File: src/rtl/uart_cmd_pkg.sv
// Shared definitions for the UART command responder.
//   SYNC_BYTE / ACK_BYTE / NAK_BYTE : framing and response byte values
//   CMD_WR_BIT                      : CMD bit selecting write (1) or read (0)
//   state_t                         : frame parser FSM states
//   tx_state_t                      : response sequencer FSM states
package uart_cmd_pkg;

    localparam logic [7:0] SYNC_BYTE  = 8'h55;
    localparam logic [7:0] ACK_BYTE   = 8'h06;
    localparam logic [7:0] NAK_BYTE   = 8'h15;
    localparam int         CMD_WR_BIT = 7;

    typedef enum logic [2:0] {
        ST_IDLE,
        ST_GET_CMD,
        ST_GET_DATA,
        ST_GET_CHK,
        ST_EXEC,
        ST_RD_WAIT,
        ST_RESP
    } state_t;

    typedef enum logic [1:0] {
        TX_IDLE,
        TX_WAIT_OK,
        TX_WAIT_LOW
    } tx_state_t;

    function automatic logic cmd_is_write(input logic [7:0] cmd);
        return cmd[CMD_WR_BIT];
    endfunction

endpackage

File: src/rtl/uart_cmd_tx_seq.sv
// Response sequencer: buffers 1..3 bytes and hands them to the UART TX one at
// a time using the tx_load / tx_load_ok handshake.
//   sys_clk, rst_n     : clock, asynchronous active-low reset
//   start, cnt, b0..b2 : load the buffer (cnt = number of bytes, 1..3); only
//                        honoured while the sequencer is idle
//   tx_load_ok         : UART TX ready; falls one cycle after an accepted load
//   tx_data, tx_load   : byte and single-cycle load strobe to the UART TX
//   done               : strobe in the cycle the last byte is launched
// Handshake: a byte is launched (tx_load pulses) only in a cycle where
// tx_load_ok is 1; the next byte waits until tx_load_ok has been seen low
// and then high again. tx_data is held until the next launch.
module uart_cmd_tx_seq
    import uart_cmd_pkg::*;
(
    input  logic       sys_clk,
    input  logic       rst_n,
    input  logic       start,
    input  logic [1:0] cnt,
    input  logic [7:0] b0,
    input  logic [7:0] b1,
    input  logic [7:0] b2,
    input  logic       tx_load_ok,
    output logic [7:0] tx_data,
    output logic       tx_load,
    output logic       done
);

    tx_state_t  st_q, st_d;
    logic [7:0] b0_q, b1_q, b2_q;
    logic [1:0] idx_q, last_q;
    logic       fire;
    logic [7:0] cur_byte;

    always_comb begin
        st_d = st_q;
        fire = 1'b0;
        case (st_q)
            TX_IDLE:     if (start) st_d = TX_WAIT_OK;
            TX_WAIT_OK:  if (tx_load_ok) begin
                             fire = 1'b1;
                             st_d = (idx_q == last_q) ? TX_IDLE : TX_WAIT_LOW;
                         end
            TX_WAIT_LOW: if (!tx_load_ok) st_d = TX_WAIT_OK;
            default:     st_d = TX_IDLE;
        endcase
    end

    always_comb begin
        case (idx_q)
            2'd0:    cur_byte = b0_q;
            2'd1:    cur_byte = b1_q;
            default: cur_byte = b2_q;
        endcase
    end

    // Combinational so the parser can leave its RESP state on the same edge
    // that raises tx_load for the final byte.
    assign done = fire && (idx_q == last_q);

    always_ff @(posedge sys_clk or negedge rst_n) begin
        if (!rst_n) begin
            st_q    <= TX_IDLE;
            b0_q    <= 8'h00;
            b1_q    <= 8'h00;
            b2_q    <= 8'h00;
            idx_q   <= 2'd0;
            last_q  <= 2'd0;
            tx_data <= 8'h00;
            tx_load <= 1'b0;
        end else begin
            st_q    <= st_d;
            tx_load <= fire;
            if (st_q == TX_IDLE && start) begin
                b0_q   <= b0;
                b1_q   <= b1;
                b2_q   <= b2;
                idx_q  <= 2'd0;
                last_q <= cnt - 2'd1;
            end
            if (fire) begin
                tx_data <= cur_byte;
                idx_q   <= idx_q + 2'd1;
            end
        end
    end

endmodule

File: src/rtl/uart_cmd_responder.sv
// Device-side host command responder. Parses SYNC|CMD|[DATA]|CHK frames from
// the UART RX byte stream, performs one local-bus register access and returns
// ACK (+ read data and checksum) or NAK through the UART TX byte port.
//   sys_clk, rst_n                 : clock, asynchronous active-low reset
//   rx_data, rx_valid              : received byte and its single-cycle strobe
//   tx_data, tx_load, tx_load_ok   : response byte port (see uart_cmd_tx_seq)
//   reg_addr, reg_wdata            : register address / write data, held from
//                                    one access until the next
//   reg_we, reg_re                 : single-cycle write / read strobes
//   reg_rdata                      : read data, valid one cycle after reg_re
//   busy                           : high from CMD byte until last byte launched
//   frame_err                      : strobe on checksum/address error or timeout
// Build option: define UART_CMD_TIMEOUT_EN to abort a frame when more than
// TIMEOUT_CYC cycles pass between bytes; otherwise the parser waits forever.
// RX bytes arriving while executing or responding are dropped (half-duplex).
module uart_cmd_responder
    import uart_cmd_pkg::*;
#(
    parameter int SYSCLK_F    = 24000000,
    parameter int ADDR_W      = 7,
    parameter int TIMEOUT_CYC = SYSCLK_F / 50
) (
    input  logic              sys_clk,
    input  logic              rst_n,
    input  logic [7:0]        rx_data,
    input  logic              rx_valid,
    output logic [7:0]        tx_data,
    output logic              tx_load,
    input  logic              tx_load_ok,
    output logic [ADDR_W-1:0] reg_addr,
    output logic [7:0]        reg_wdata,
    output logic              reg_we,
    output logic              reg_re,
    input  logic [7:0]        reg_rdata,
    output logic              busy,
    output logic              frame_err
);

    state_t     state_q, state_d;
    logic [7:0] cmd_q, data_q;
    logic       cmd_load, data_load, exec_load, err_d;
    logic       seq_start, seq_done;
    logic [1:0] seq_cnt;
    logic [7:0] seq_b0;
    logic       in_get, chk_ok, addr_ok, timeout;

    assign in_get  = (state_q == ST_GET_CMD) || (state_q == ST_GET_DATA) ||
                     (state_q == ST_GET_CHK);
    assign chk_ok  = rx_data == (cmd_is_write(cmd_q) ? (cmd_q ^ data_q) : cmd_q);
    // CMD address bits above ADDR_W must be zero.
    assign addr_ok = (7'(cmd_q[6:0]) >> ADDR_W) == 7'd0;

`ifdef UART_CMD_TIMEOUT_EN
    localparam int TO_W = $clog2(TIMEOUT_CYC + 1);
    logic [TO_W-1:0] to_cnt;

    always_ff @(posedge sys_clk or negedge rst_n) begin
        if (!rst_n)                  to_cnt <= '0;
        else if (in_get && !rx_valid) to_cnt <= to_cnt + TO_W'(1);
        else                         to_cnt <= '0;
    end

    assign timeout = in_get && !rx_valid && (to_cnt == TO_W'(TIMEOUT_CYC));
`else
    logic unused_cfg;
    assign unused_cfg = ^{32'(TIMEOUT_CYC)};
    assign timeout    = 1'b0;
`endif

    always_comb begin
        state_d   = state_q;
        cmd_load  = 1'b0;
        data_load = 1'b0;
        exec_load = 1'b0;
        err_d     = 1'b0;
        seq_start = 1'b0;
        seq_cnt   = 2'd1;
        seq_b0    = ACK_BYTE;
        case (state_q)
            ST_IDLE:     if (rx_valid && rx_data == SYNC_BYTE) state_d = ST_GET_CMD;
            ST_GET_CMD:  if (rx_valid) begin
                             cmd_load = 1'b1;
                             state_d  = cmd_is_write(rx_data) ? ST_GET_DATA : ST_GET_CHK;
                         end
            ST_GET_DATA: if (rx_valid) begin
                             data_load = 1'b1;
                             state_d   = ST_GET_CHK;
                         end
            ST_GET_CHK:  if (rx_valid) begin
                             if (chk_ok && addr_ok) begin
                                 exec_load = 1'b1;
                                 state_d   = ST_EXEC;
                             end else begin
                                 seq_start = 1'b1;
                                 seq_b0    = NAK_BYTE;
                                 err_d     = 1'b1;
                                 state_d   = ST_RESP;
                             end
                         end
            ST_EXEC:     if (cmd_is_write(cmd_q)) begin
                             seq_start = 1'b1;
                             state_d   = ST_RESP;
                         end else begin
                             state_d   = ST_RD_WAIT;
                         end
            // reg_rdata is valid in this cycle; it goes straight into the
            // sequencer buffer together with its checksum.
            ST_RD_WAIT:  begin
                             seq_start = 1'b1;
                             seq_cnt   = 2'd3;
                             state_d   = ST_RESP;
                         end
            ST_RESP:     if (seq_done) state_d = ST_IDLE;
            default:     state_d = ST_IDLE;
        endcase
        if (timeout) begin
            state_d = ST_IDLE;
            err_d   = 1'b1;
        end
    end

    always_ff @(posedge sys_clk or negedge rst_n) begin
        if (!rst_n) begin
            state_q   <= ST_IDLE;
            cmd_q     <= 8'h00;
            data_q    <= 8'h00;
            reg_addr  <= '0;
            reg_wdata <= 8'h00;
            frame_err <= 1'b0;
        end else begin
            state_q   <= state_d;
            frame_err <= err_d;
            if (cmd_load)  cmd_q  <= rx_data;
            if (data_load) data_q <= rx_data;
            // Bus address/data change only on entry to EXEC, so they are
            // stable for the whole strobe cycle.
            if (exec_load) begin
                reg_addr <= cmd_q[ADDR_W-1:0];
                if (cmd_is_write(cmd_q)) reg_wdata <= data_q;
            end
        end
    end

    assign reg_we = (state_q == ST_EXEC) && cmd_is_write(cmd_q);
    assign reg_re = (state_q == ST_EXEC) && !cmd_is_write(cmd_q);
    assign busy   = (state_q == ST_GET_DATA) || (state_q == ST_GET_CHK) ||
                    (state_q == ST_EXEC) || (state_q == ST_RD_WAIT) ||
                    (state_q == ST_RESP);

    uart_cmd_tx_seq u_tx_seq (
        .sys_clk    (sys_clk),
        .rst_n      (rst_n),
        .start      (seq_start),
        .cnt        (seq_cnt),
        .b0         (seq_b0),
        .b1         (reg_rdata),
        .b2         (reg_rdata ^ ACK_BYTE),
        .tx_load_ok (tx_load_ok),
        .tx_data    (tx_data),
        .tx_load    (tx_load),
        .done       (seq_done)
    );

endmodule

File: config.mk
export PLATFORM = sky130hd
export DESIGN_NAME = uart_cmd_responder
export DESIGN_NICKNAME = d
export VERILOG_FILES = /design/src/rtl/uart_cmd_pkg.sv /design/src/rtl/uart_cmd_tx_seq.sv /design/src/rtl/uart_cmd_responder.sv
export SDC_FILE = /design/constraint.sdc
export NUM_CORES = 1
export LEC_CHECK = 0
export CORE_MARGIN = 5
export CORE_UTILIZATION = 48
export DETAILED_ROUTE_END_ITERATION = 12
export PLACE_DENSITY_LB_ADDON = 0.3
export SKIP_LAST_GASP = 1
export SYNTH_ARGS = -nofsm -noshare
export SYNTH_HDL_FRONTEND = slang
export SYNTH_SLANG_ARGS = --single-unit
File: constraint.sdc
create_clock -name sys_clk -period 2.1 [get_ports sys_clk]
set_input_delay 0.42 -clock sys_clk [delete_from_list [all_inputs] [get_ports sys_clk]]
set_output_delay 0.42 -clock sys_clk [all_outputs]
set_load 0.01 [all_outputs]
---- Word level (Yosys, flattened, before mapping) ----
Cells that the tools add are included.
operators by class
  div/mod/pow operators ................... 0
  equality and inequality tests ........... 20
  $lt $le $gt $ge ......................... 0
  add/subtract/negate cells ............... 2
  bitwise logic cells ..................... 2
  shift operators ......................... 0
  multiply operators ...................... 0
  mux-type cells .......................... 35
  reductions and logical operators ........ 17
operators with widths
  cell                   number
  $pmux W3 S7            1
  $mux W2                9
  $pmux W8 S2            1
  $mux W3                5
  $mux W5                3
  $ne A2 B2 Y1 const B   7
  $mux W1                13
  $eq A3 B3 Y1 const B   3
  $eq A8 B7 Y1 const B   1
  $eq A8 B8 Y1           1
  $mux W8                1
  $xor A8 B8 Y8          1
  $eq A3 B2 Y1 const B   2
  $pmux W2 S3            1
  $logic_and A1 B1 Y1    5
  $reduce_and A5 Y1      1
  $eq A2 B1 Y1 const B   2
  $logic_not A2 Y1       2
  $logic_or A1 B1 Y1     4
  $eq A3 B1 Y1 const B   1
  $logic_not A3 Y1       1
  $pmux W1 S3            1
  $reduce_and A3 Y1      1
  $add A2 B1 Y2 const B  1
  other kinds (8)        8
word-level totals
  bits in latches ......................... 0
  memory bits (read-only) ................. 0
  output and inout bits ................... 28
  memories ................................ 0
  bits in registers ....................... 74
  bits in writable memories ............... 0

---- Depth between registers and ports, before layout ----
Gate-level depths: netlist (run 1).
  depth in word-level cells ............... 9
  depth in mapped cells ................... 9
  mapped depth without buffers ............ 6

---- Modules after synthesis ----
Synthesis (run 1) repeated with hierarchy kept, for this count alone.
second synthesis, totals
  cell total of the unflattened synthesis .. 277
  area, all modules ....................... 3498.4 sq um
modules (own cells, without submodules)
  module              area an instance (sq um)  cells an instance  instances
  uart_cmd_responder  1821.7                    149                1
  uart_cmd_tx_seq     1676.6                    128                1

---- Worst setup path after synthesis (run 1) ----
Ideal clock, no wire load.
  path type ............................... reg-to-reg
  from .................................... reg cmd_q[7]
  to ...................................... reg u_tx_seq.b1_q[1]
  stages on the path, launching flop included .. 8
  period minus slack after synthesis ...... 2.087 ns
  arrival ................................. 1.959 ns
  setup slack ............................. 0.013 ns
  buffers on the path ..................... 2
  cells stage by stage .................... dfrtp_1 -> buf_2 -> inv_1 -> o311a_4 -> o31a_2 -> nor2_4 -> buf_6 -> mux2_1
between the ends
  word-level cells in the longest chain between the ends .. 7
RTL lines
  item                     line                       source
  from (decl)              uart_cmd_responder.sv:40   logic [7:0] cmd_q, data_q;
  from (signal assigned)   uart_cmd_responder.sv:133  if (cmd_load) cmd_q <= rx_data;
  $xor A8 B8 Y8            uart_cmd_responder.sv:49   assign chk_ok = rx_data == (cmd_is_write(cmd_q) ? (cmd_q ^ data_q) : cmd_q);
  $mux W8                  uart_cmd_responder.sv:49
  $eq A8 B8 Y1             uart_cmd_responder.sv:49
  $mux W1                  uart_cmd_responder.sv:90   if (chk_ok && addr_ok) begin
  $mux W1                  uart_cmd_responder.sv:89   ST_GET_CHK: if (rx_valid) begin
  $pmux W1 S3 (*)          uart_cmd_responder.sv:79   case (state_q)
  $logic_and A1 B1 Y1 (*)  uart_cmd_tx_seq.sv:73      if (st_q == TX_IDLE && start) begin
  to (signal assigned)     uart_cmd_tx_seq.sv:64      b1_q <= 8'h00;
  to (signal assigned)     uart_cmd_tx_seq.sv:75      b1_q <= b1;
  to (decl)                uart_cmd_tx_seq.sv:29      logic [7:0] b0_q, b1_q, b2_q;
Every way passes the cells marked *; elsewhere a longest branch is shown, timed or not.
A chain may end at the register's enable or synchronous reset.

---- Final worst setup path (run 1) ----
  from .................................... reg cmd_q[2]
  to ...................................... reg reg_wdata[2]
between the ends
  word-level cells in the longest chain between the ends .. 7
RTL lines
  item                                    line                       source
  $xor A8 B8 Y8                           uart_cmd_responder.sv:49
  $mux W8 (*)                             uart_cmd_responder.sv:49
  $eq A8 B8 Y1 (*)                        uart_cmd_responder.sv:49
  $mux W1 (*)                             uart_cmd_responder.sv:90
  $mux W1 (*)                             uart_cmd_responder.sv:89
  $mux W1 (*)                             uart_cmd_responder.sv:79
  $reduce_and A2 Y1 (no source line) (*)  --
  to (signal assigned)                    uart_cmd_responder.sv:139  if (cmd_is_write(cmd_q)) reg_wdata <= data_q;
  to (decl)                               uart_cmd_responder.sv:31   output logic [7:0] reg_wdata,
Marks and branches as above.

==> key figures, run 1 <==
Run status
  • Outcome: finished, violations left
  • Failing checks: negative setup slack

STA
  • Post-layout min period: 2.10 ns
  • Worst-Margin Slew: 0.506 ns
  • Final Hold Viols: 0
  • Achievable frequency: 0.475 GHz
  • Final Slew Violations: 0
  • Final Setup Violations: 2
  • RSZ-0062 raised after global routing: true
  • Period utilization: 100%
  • Post-route setup slack: -0.00359 ns
  • Clock Skew: 0.00562 ns
  • Slew HR: 66.3%

Placement
  • Port Buf Inserts: 47
  • Detail Placement HPWL: 4530 um
  • Placer Congestion: 0.835

Pwr
  • Leak: 1.81 nW
  • Overall Power: 4.96 mW
  • Max IR drop VDD: 0.725 mV
  • Power per cell area: 1270 nW/um^2

Synth
  • EDFF count, synth: 0
  • Post-Syn Nets: 255
  • Dominant cell by count in the synthesized netlist: dfrtp_1
  • Yosys cell types: 48
  • Synth Flop Type: dfrtp_1
  • Ys async rst share: 100%
  • Ranking of synthesized cells by area: dfrtp_1, mux2_2, xnor2_1
  • Synth top cells by count: dfrtp_1, nand2_1, mux2_2
  • Syn Inst Count: 233
  • Cell area after synthesis: 2850 sq um
  • Syn Area/Cell: 12.2 sq um
  • Leading area contributor after synthesis: dfrtp_1
  • FF+latch count, synth: 62
  • Seq/Total Area, Yosys: 54.5%
  • Share of the synthesized area in the top cell type: 54.5%
  • Synthesis Warnings: 0

Drt
  • Total number of vias: 2119
  • Vias per cell: 5.30
  • Routed wl met3: 376 um
  • Initial detailed-routing violation count: 148
  • DR top layer: met4
  • Pre-Repair DR Iteration Count: 4
  • Detail Route Antenna Nets: 0
  • Post-route DRC: 0
  • Met2 routed WL: 3310 um
  • WL/cell: 16.3 um
  • Wire length on met1: 2720 um
  • Routed WL: 6500 um

Setup path
  • R2R Setup Slk: -0.004 ns
  • Reg2reg start: cmd_q[2]$_DFFE_PN0P_
  • Critical Path AT: 2.32 ns
  • Req. time, crit path: 2.32 ns
  • Startpoint types: flip-flop
  • Crit path to: reg_wdata[2]$_DFFE_PN0P_
  • R2R depth: 6
  • Worst-path maximum fanout: 8
  • Reg2reg end: reg_wdata[2]$_DFFE_PN0P_
  • Crit Path Class: reg2reg
  • Worst setup startpoint: cmd_q[2]$_DFFE_PN0P_
  • Crit end category: flip-flop

Clocking
  • Clk Latency, worst-skew pair: 0.33 ns
  • Max Buffers Root-to-Sink: 2
  • TritonCTS Buffers: 9
  • Htree depth: 3
  • Clock-pin slew of the registers on the worst-case setup and hold paths: 0.07 ns
  • Root Buffer: clkbuf_8
  • Sink Count: 62
  • CTS tree: done
  • # hold bufs at CTS: 0

Die
  • Die span in x: 87.0 um
  • Row count: 28
  • Initial Util: 48.7%
  • DIE AREA: 7570 sq um
  • Die Height: 87.0 um
  • I/O pin total: 48
  • Core footprint: 5850 sq um

Global routing
  • Total congestion overflow: 0
  • First-pass GRT wire length: 10800 um
  • Largest net degree at the start of global routing: 42
  • Vias in the first global route: 2269
  • Initial antenna violation count: 0
  • Total track usage: 19.0%

Hold path
  • HP Class: in2async

Finish
  • Final Util: 66.9%
  • Fillers: 449
  • Area Overhead vs Synth: 37.3%
  • Ant. Diodes: 0
  • Fin nets: 343
  • Share of layout cells above drive strength 1: 32.9%

Flow run
  • Max_cap viols: 0
-- layout make-up --
class	instances	area [sq um]	area share, %
Tap cell	75	93.8	2.40
Clock buffer	10	128	3.26
Sequential cell	62	1550	39.7
Inverter	7	26.3	0.672
Timing Repair Buffer	86	767	19.6
Multi-Input combinational cell	155	1320	33.7
Clock inverter	5	27.5	0.704
-- state kept, by name, indices dropped and copies added, names as in the netlist --
register          flops
reg_wdata             8
u_tx_seq.b0_q         3
u_tx_seq.tx_data      8
u_tx_seq.idx_q        2
u_tx_seq.st_q         2
frame_err             1
cmd_q                 8
u_tx_seq.tx_load      1
reg_addr              7
state_q               3
data_q                8
u_tx_seq.b1_q         2
u_tx_seq.last_q       1
u_tx_seq.b2_q         8
-- cells by family (layout without fill, tap and decap cells) --
family / count (synthesis) / count (layout) / synth area share (%)
buffers and inverters: 16 / 108 / 2.99
adder cells (fa/ha/maj): 2 / 2 / 0.879
flip-flops: 62 / 62 / 54.5
multiplexers: 41 / 41 / 17.2
AND/OR/NAND/NOR: 71 / 71 / 12.9
AO/OA/AOI/OAI: 25 / 25 / 6.63
XOR/XNOR: 16 / 16 / 4.92
-- per-layer routing --
layer / track usage [%] / vias up
met5: 0 / -
met4: 6.09 / 0
met3: 7.10 / 9
met2: 30.6 / 53
met1: 23.7 / 1060
li1: - / 997
-- report_power, final --
group          internal, mW  switching [mW]  total, mW
sequential             1.63           0.342       1.97
clock                 0.412           0.441      0.853
combinational          1.19           0.937       2.13
total                  3.24            1.72       4.96
-- how the worst min path moves through the flow --
| stage | startpoint | to | slack [ns] |
|---|---|---|---|
| after floorplan | rst_n | cmd_q[0]$_DFFE_PN0P_ | 0.12 |
| after global placement | rst_n | cmd_q[2]$_DFFE_PN0P_ | 0.42 |
| after detailed placement | rst_n | reg_addr[2]$_DFFE_PN0N_ | 0.42 |
| after CTS | rst_n | reg_addr[2]$_DFFE_PN0N_ | 0.06 |
| after global routing | rst_n | cmd_q[1]$_DFFE_PN0P_ | 0.07 |
| final | rst_n | reg_addr[2]$_DFFE_PN0N_ | 0.05 |
-- metrics by stage --
step | cells | setup TNS [ns] | hold slack [ns] | area (sq um) | setup WS [ns]
after detailed placement | 381 | -14.52 | 0.421 | 3640 | -0.533
after floorplan | 233 | 0 | 0.124 | 2850 | 0.0131
after global routing | 400 | -1.46 | 0.0745 | 3910 | -0.108
after global placement | 381 | -12.50 | 0.420 | 3640 | -0.487
final | 400 | -0.00461 | 0.0483 | 3910 | -0.00359
after CTS | 401 | -0.577 | 0.0557 | 3870 | -0.0598
-- cells in the final DEF, fill, tap and decap left out, types with 4 or more instances in the layout --
cell	count
buf_4	35
clkbuf_8	9
clkdlybuf4s50_1	34
clkinv_2	4
dfrtp_1	61
dlygate4sd2_1	12
inv_1	6
mux2_2	19
mux2_4	17
nand2_1	28
nand3_1	5
nor2_1	15
xnor2_1	11
-- critical path, stage by stage, from the launching register on --
cell	delay [ns]
dfrtp_1	0.41
xnor2_2	0.18
xnor2_1	0.13
nand4_1	0.14
or2_1	0.25
or4_4	0.54
mux2_4	0.33
-- timing repair --
item	4_1_cts	5_1_grt
buffers inserted	4	1
endpoints found under the setup margin	29	27
resized for setup	20	17
cloned	1	0
hold endpoints to repair	0	0
pin swaps	9	3
No activity file was read; power rests on OpenSTA's default activity.
==> run 2, diff against run 1 <==
- RECOVER_POWER: not set -> 25
- REMOVE_ABC_BUFFERS: not set -> 1
==> key figures, run 2 (same netlist as run 1, synthesis figures left out) <==
Setup path
  • Crit Path Class: reg2reg
  • Req. time, crit path: 2.32 ns (about the same)
  • Reg2reg end: u_tx_seq.b2_q[7]$_DFFE_PN0P_
  • CP Cell Sequence: buf_6 > buf_12 > nand2_4 > xnor2_2 > nand4_1 > buf_4 > o31a_4 > nor2_4 > buf_4 > buf_12 > mux2_2
  • Critical Path AT: 2.45 ns (+0.13 ns)
  • Startpoint types: flip-flop
  • Critical path's slowest cell: dfrtp_1
  • Crit end category: flip-flop
  • Reg2reg start: cmd_q[7]$_DFFE_PN0P_
  • Worst-path maximum fanout: 8 (unchanged)
  • Worst path max stage delay: 0.40 ns (-0.14 ns)
  • R2R depth: 11 (+5)
  • R2R Setup Slk: -0.12 ns (-0.12 ns)

Drt
  • Initial detailed-routing violation count: 81 (-45%)
  • Routed wl met3: 298 um (-21%)
  • Met2 routed WL: 3070 um (-7.1%)
  • Wire length on met1: 2960 um (+9.0%)
  • Routed WL: 6470 um (-0.48%)
  • Detail Route Antenna Nets: 0 (unchanged)
  • Vias per cell: 5.20 (-1.9%)
  • Total number of vias: 2115 (-0.19%)
  • WL/cell: 15.9 um (-2.2%)
  • Post-route DRC: 0 (unchanged)
  • Pre-Repair DR Iteration Count: 4 (unchanged)
  • DR top layer: met4

Die
  • Die span in x: 87.0 um (unchanged)
  • Row count: 28 (unchanged)
  • Core footprint: 5850 sq um (unchanged)
  • Initial Util: 48.7% (unchanged)
  • DIE AREA: 7570 sq um (unchanged)
  • Die Height: 87.0 um (unchanged)
  • I/O pin total: 48 (unchanged)

Clocking
  • TritonCTS Buffers: 9 (unchanged)
  • Htree depth: 3 (unchanged)
  • Sink Count: 62 (unchanged)
  • Max Buffers Root-to-Sink: 2 (unchanged)
  • Clk Latency, worst-skew pair: 0.34 ns (about the same)
  • CTS tree: done
  • Clock-pin slew of the registers on the worst-case setup and hold paths: 0.07 ns (about the same)
  • # hold bufs at CTS: 0 (unchanged)
  • Root Buffer: clkbuf_8

Finish
  • Fin cells: 407 (+1.8%)
  • Post-route cell area: 4050 sq um (+3.6%)
  • Commonest non-fill, non-tap cell in the layout: dfrtp_1
  • Most frequent cells in the layout: dfrtp_1, buf_4, clkdlybuf4s50_1, nand2_1, mux2_2
  • Fillers: 400 (-11%)
  • Share of layout cells above drive strength 1: 35.8% (+2.9 points)
  • Fin nets: 349 (+1.7%)
  • Ant. Diodes: 0 (unchanged)
  • Area Overhead vs Synth: 42.3%

Hold path
  • Hold Crit Depth: 2
  • HP Class: reg2reg
  • Hold Path End: u_tx_seq.tx_data[5]$_DFFE_PN0P_
  • Min-Delay Startpoint: u_tx_seq.tx_data[5]$_DFFE_PN0P_

STA
  • Final Setup Violations: 15 (+13)
  • Period utilization: 106% (+5.7 points)
  • Slew HR: -0.136% (-66 points)
  • RSZ-0062 raised after global routing: true
  • Achievable frequency: 0.450 GHz (-5.4%)
  • Worst-Margin Slew: 1.50 ns (+0.997 ns)
  • Final Hold Viols: 0 (unchanged)
  • Final Slew Violations: 62 (+62)
  • Post-layout min period: 2.22 ns (+0.119 ns)
  • Post-route setup slack: -0.123 ns (-0.119 ns)
  • Clock Skew: 0.0114 ns (+0.00580 ns)

Global routing
  • Vias in the first global route: 2236 (-1.5%)
  • Total congestion overflow: 0 (unchanged)
  • Initial antenna violation count: 0 (unchanged)
  • First-pass GRT wire length: 11000 um (+1.9%)
  • Largest net degree at the start of global routing: 63 (+50%)
  • Total track usage: 19.1% (+0.13 points)

Placement
  • Post-Place Cells: 382 (+0.26%)
  • Post-DP Area: 3660 sq um (+0.55%)
  • Placer Congestion: 0.847 (+1.4%)
  • Detail Placement HPWL: 4470 um (-1.5%)
  • Port Buf Inserts: 47 (unchanged)

Pwr
  • Int Power: 3.43 mW (+5.9%)
  • Switching share of power: 35.0% (+0.26 points)
  • Power per cell area: 1300 nW/um^2 (+2.6%)
  • Leak: 1.90 nW (+4.6%)
  • Combinational power share: 45.0% (+2.0 points)
  • Clk pwr share: 17.0% (-0.2 points)
  • NetSw: 1.84 mW (+7.1%)
  • Overall Power: 5.27 mW (+6.3%)
  • Max IR drop VDD: 0.566 mV (-22%)
  • Sequential Power Share: 38.0% (-1.8 points)

Flow run
  • Max_cap viols: 1 (+1)

Run status
  • Failing checks: max-capacitance violations, max-slew violations, negative setup slack
  • Outcome: finished, violations left
## run 2: cell count changes in the layout (fill, tap and decap cells not counted), moves of 2 or more
| cell | before | now |
|---|---|---|
| nand2_1 | 28 | 23 |
| nand2_4 | 0 | 4 |
| xnor2_1 | 11 | 7 |
| xnor2_2 | 3 | 7 |
| buf_4 | 35 | 37 |
| buf_6 | 3 | 5 |
| dlygate4sd2_1 | 12 | 10 |
| nor4b_2 | 3 | 1 |
## run 2: what timing repair did
| item | 4_1_cts | 5_1_grt |
|---|---|---|
| cloned | 1 | 0 |
| setup buffers | 5 | 4 |
| endpoints found under the hold margin | 0 | 0 |
| endpoints found under the setup margin | 30 | 27 |
| gates resized for setup | 34 | 18 |
| pin swaps | 11 | 3 |
## run 2: layout make-up
| cell class | instances | area, sq um | area share (%) |
|---|---|---|---|
| Clock buffer | 12 | 145 | 3.58 |
| Clock inverter | 4 | 22.5 | 0.556 |
| Inverter | 7 | 26.3 | 0.649 |
| Multi-Input combinational cell | 155 | 1380 | 34.1 |
| Sequential cell | 62 | 1550 | 38.3 |
| Tap cell | 75 | 93.8 | 2.32 |
| Timing Repair Buffer | 92 | 831 | 20.5 |
## run 2: layer usage
metal	global-route usage (%)	vias to the layer above
li1	-	1012
met1	26.1	1036
met2	29.6	53
met3	3.03	14
met4	9.77	0
met5	0	-
## run 2: power by group through the flow
| stage | sequential (mW) | combinational [mW] | clock, mW |
|---|---|---|---|
| after CTS | 1.98 | 2.25 | 0.915 |
| after detailed placement | 1.98 | 2.01 | 0 |
| final | 2.00 | 2.37 | 0.895 |
| after global placement | 1.96 | 1.95 | 0 |
| after global routing | 2.07 | 2.57 | 0.958 |
| after floorplan | 1.98 | 1.07 | 0 |
## run 2: how the worst max path moves through the flow
stage                    startpoint                           end  slack [ns]  cells after the start
2_1_floorplan  cmd_q[7]$_DFFE_PN0P_  u_tx_seq.b2_q[0]$_DFFE_PN0P_       -0.02                      5
3_3_place_gp             rx_data[7]  u_tx_seq.b2_q[0]$_DFFE_PN0P_       -0.51                      8
3_5_place_dp             rx_data[7]  u_tx_seq.b2_q[7]$_DFFE_PN0P_       -0.52                      8
4_1_cts        cmd_q[7]$_DFFE_PN0P_  u_tx_seq.b2_q[0]$_DFFE_PN0P_       -0.08                     10
5_1_grt        cmd_q[7]$_DFFE_PN0P_                        reg_we       -0.21                      3
6_report       cmd_q[7]$_DFFE_PN0P_  u_tx_seq.b2_q[7]$_DFFE_PN0P_       -0.12                     11
## run 2: through the flow
stage / hold slack (ns) / setup TNS, ns / util (%) / setup WS [ns]
CTS: 0.0954 / -1.09 / 68.2 / -0.0844
global route: 0.505 / -3.59 / 69.2 / -0.205
global placement: 0.450 / -12.48 / 62.5 / -0.511
floorplan: 0.124 / -0.0666 / - / -0.0208
finish: 0.463 / -1.64 / 69.2 / -0.123
detailed placement: 0.452 / -13.32 / 62.5 / -0.519
## run 2: worst max-delay path, delay by kind of cell (launching register included)
| kind | cells | cell delay (ns) |
|---|---|---|
| xor+xnor | 1 | 0.10 |
| mux | 1 | 0.33 |
| simple gates | 3 | 0.32 |
| flops | 1 | 0.40 |
| compound gates | 1 | 0.30 |
| buf+inv | 5 | 0.66 |
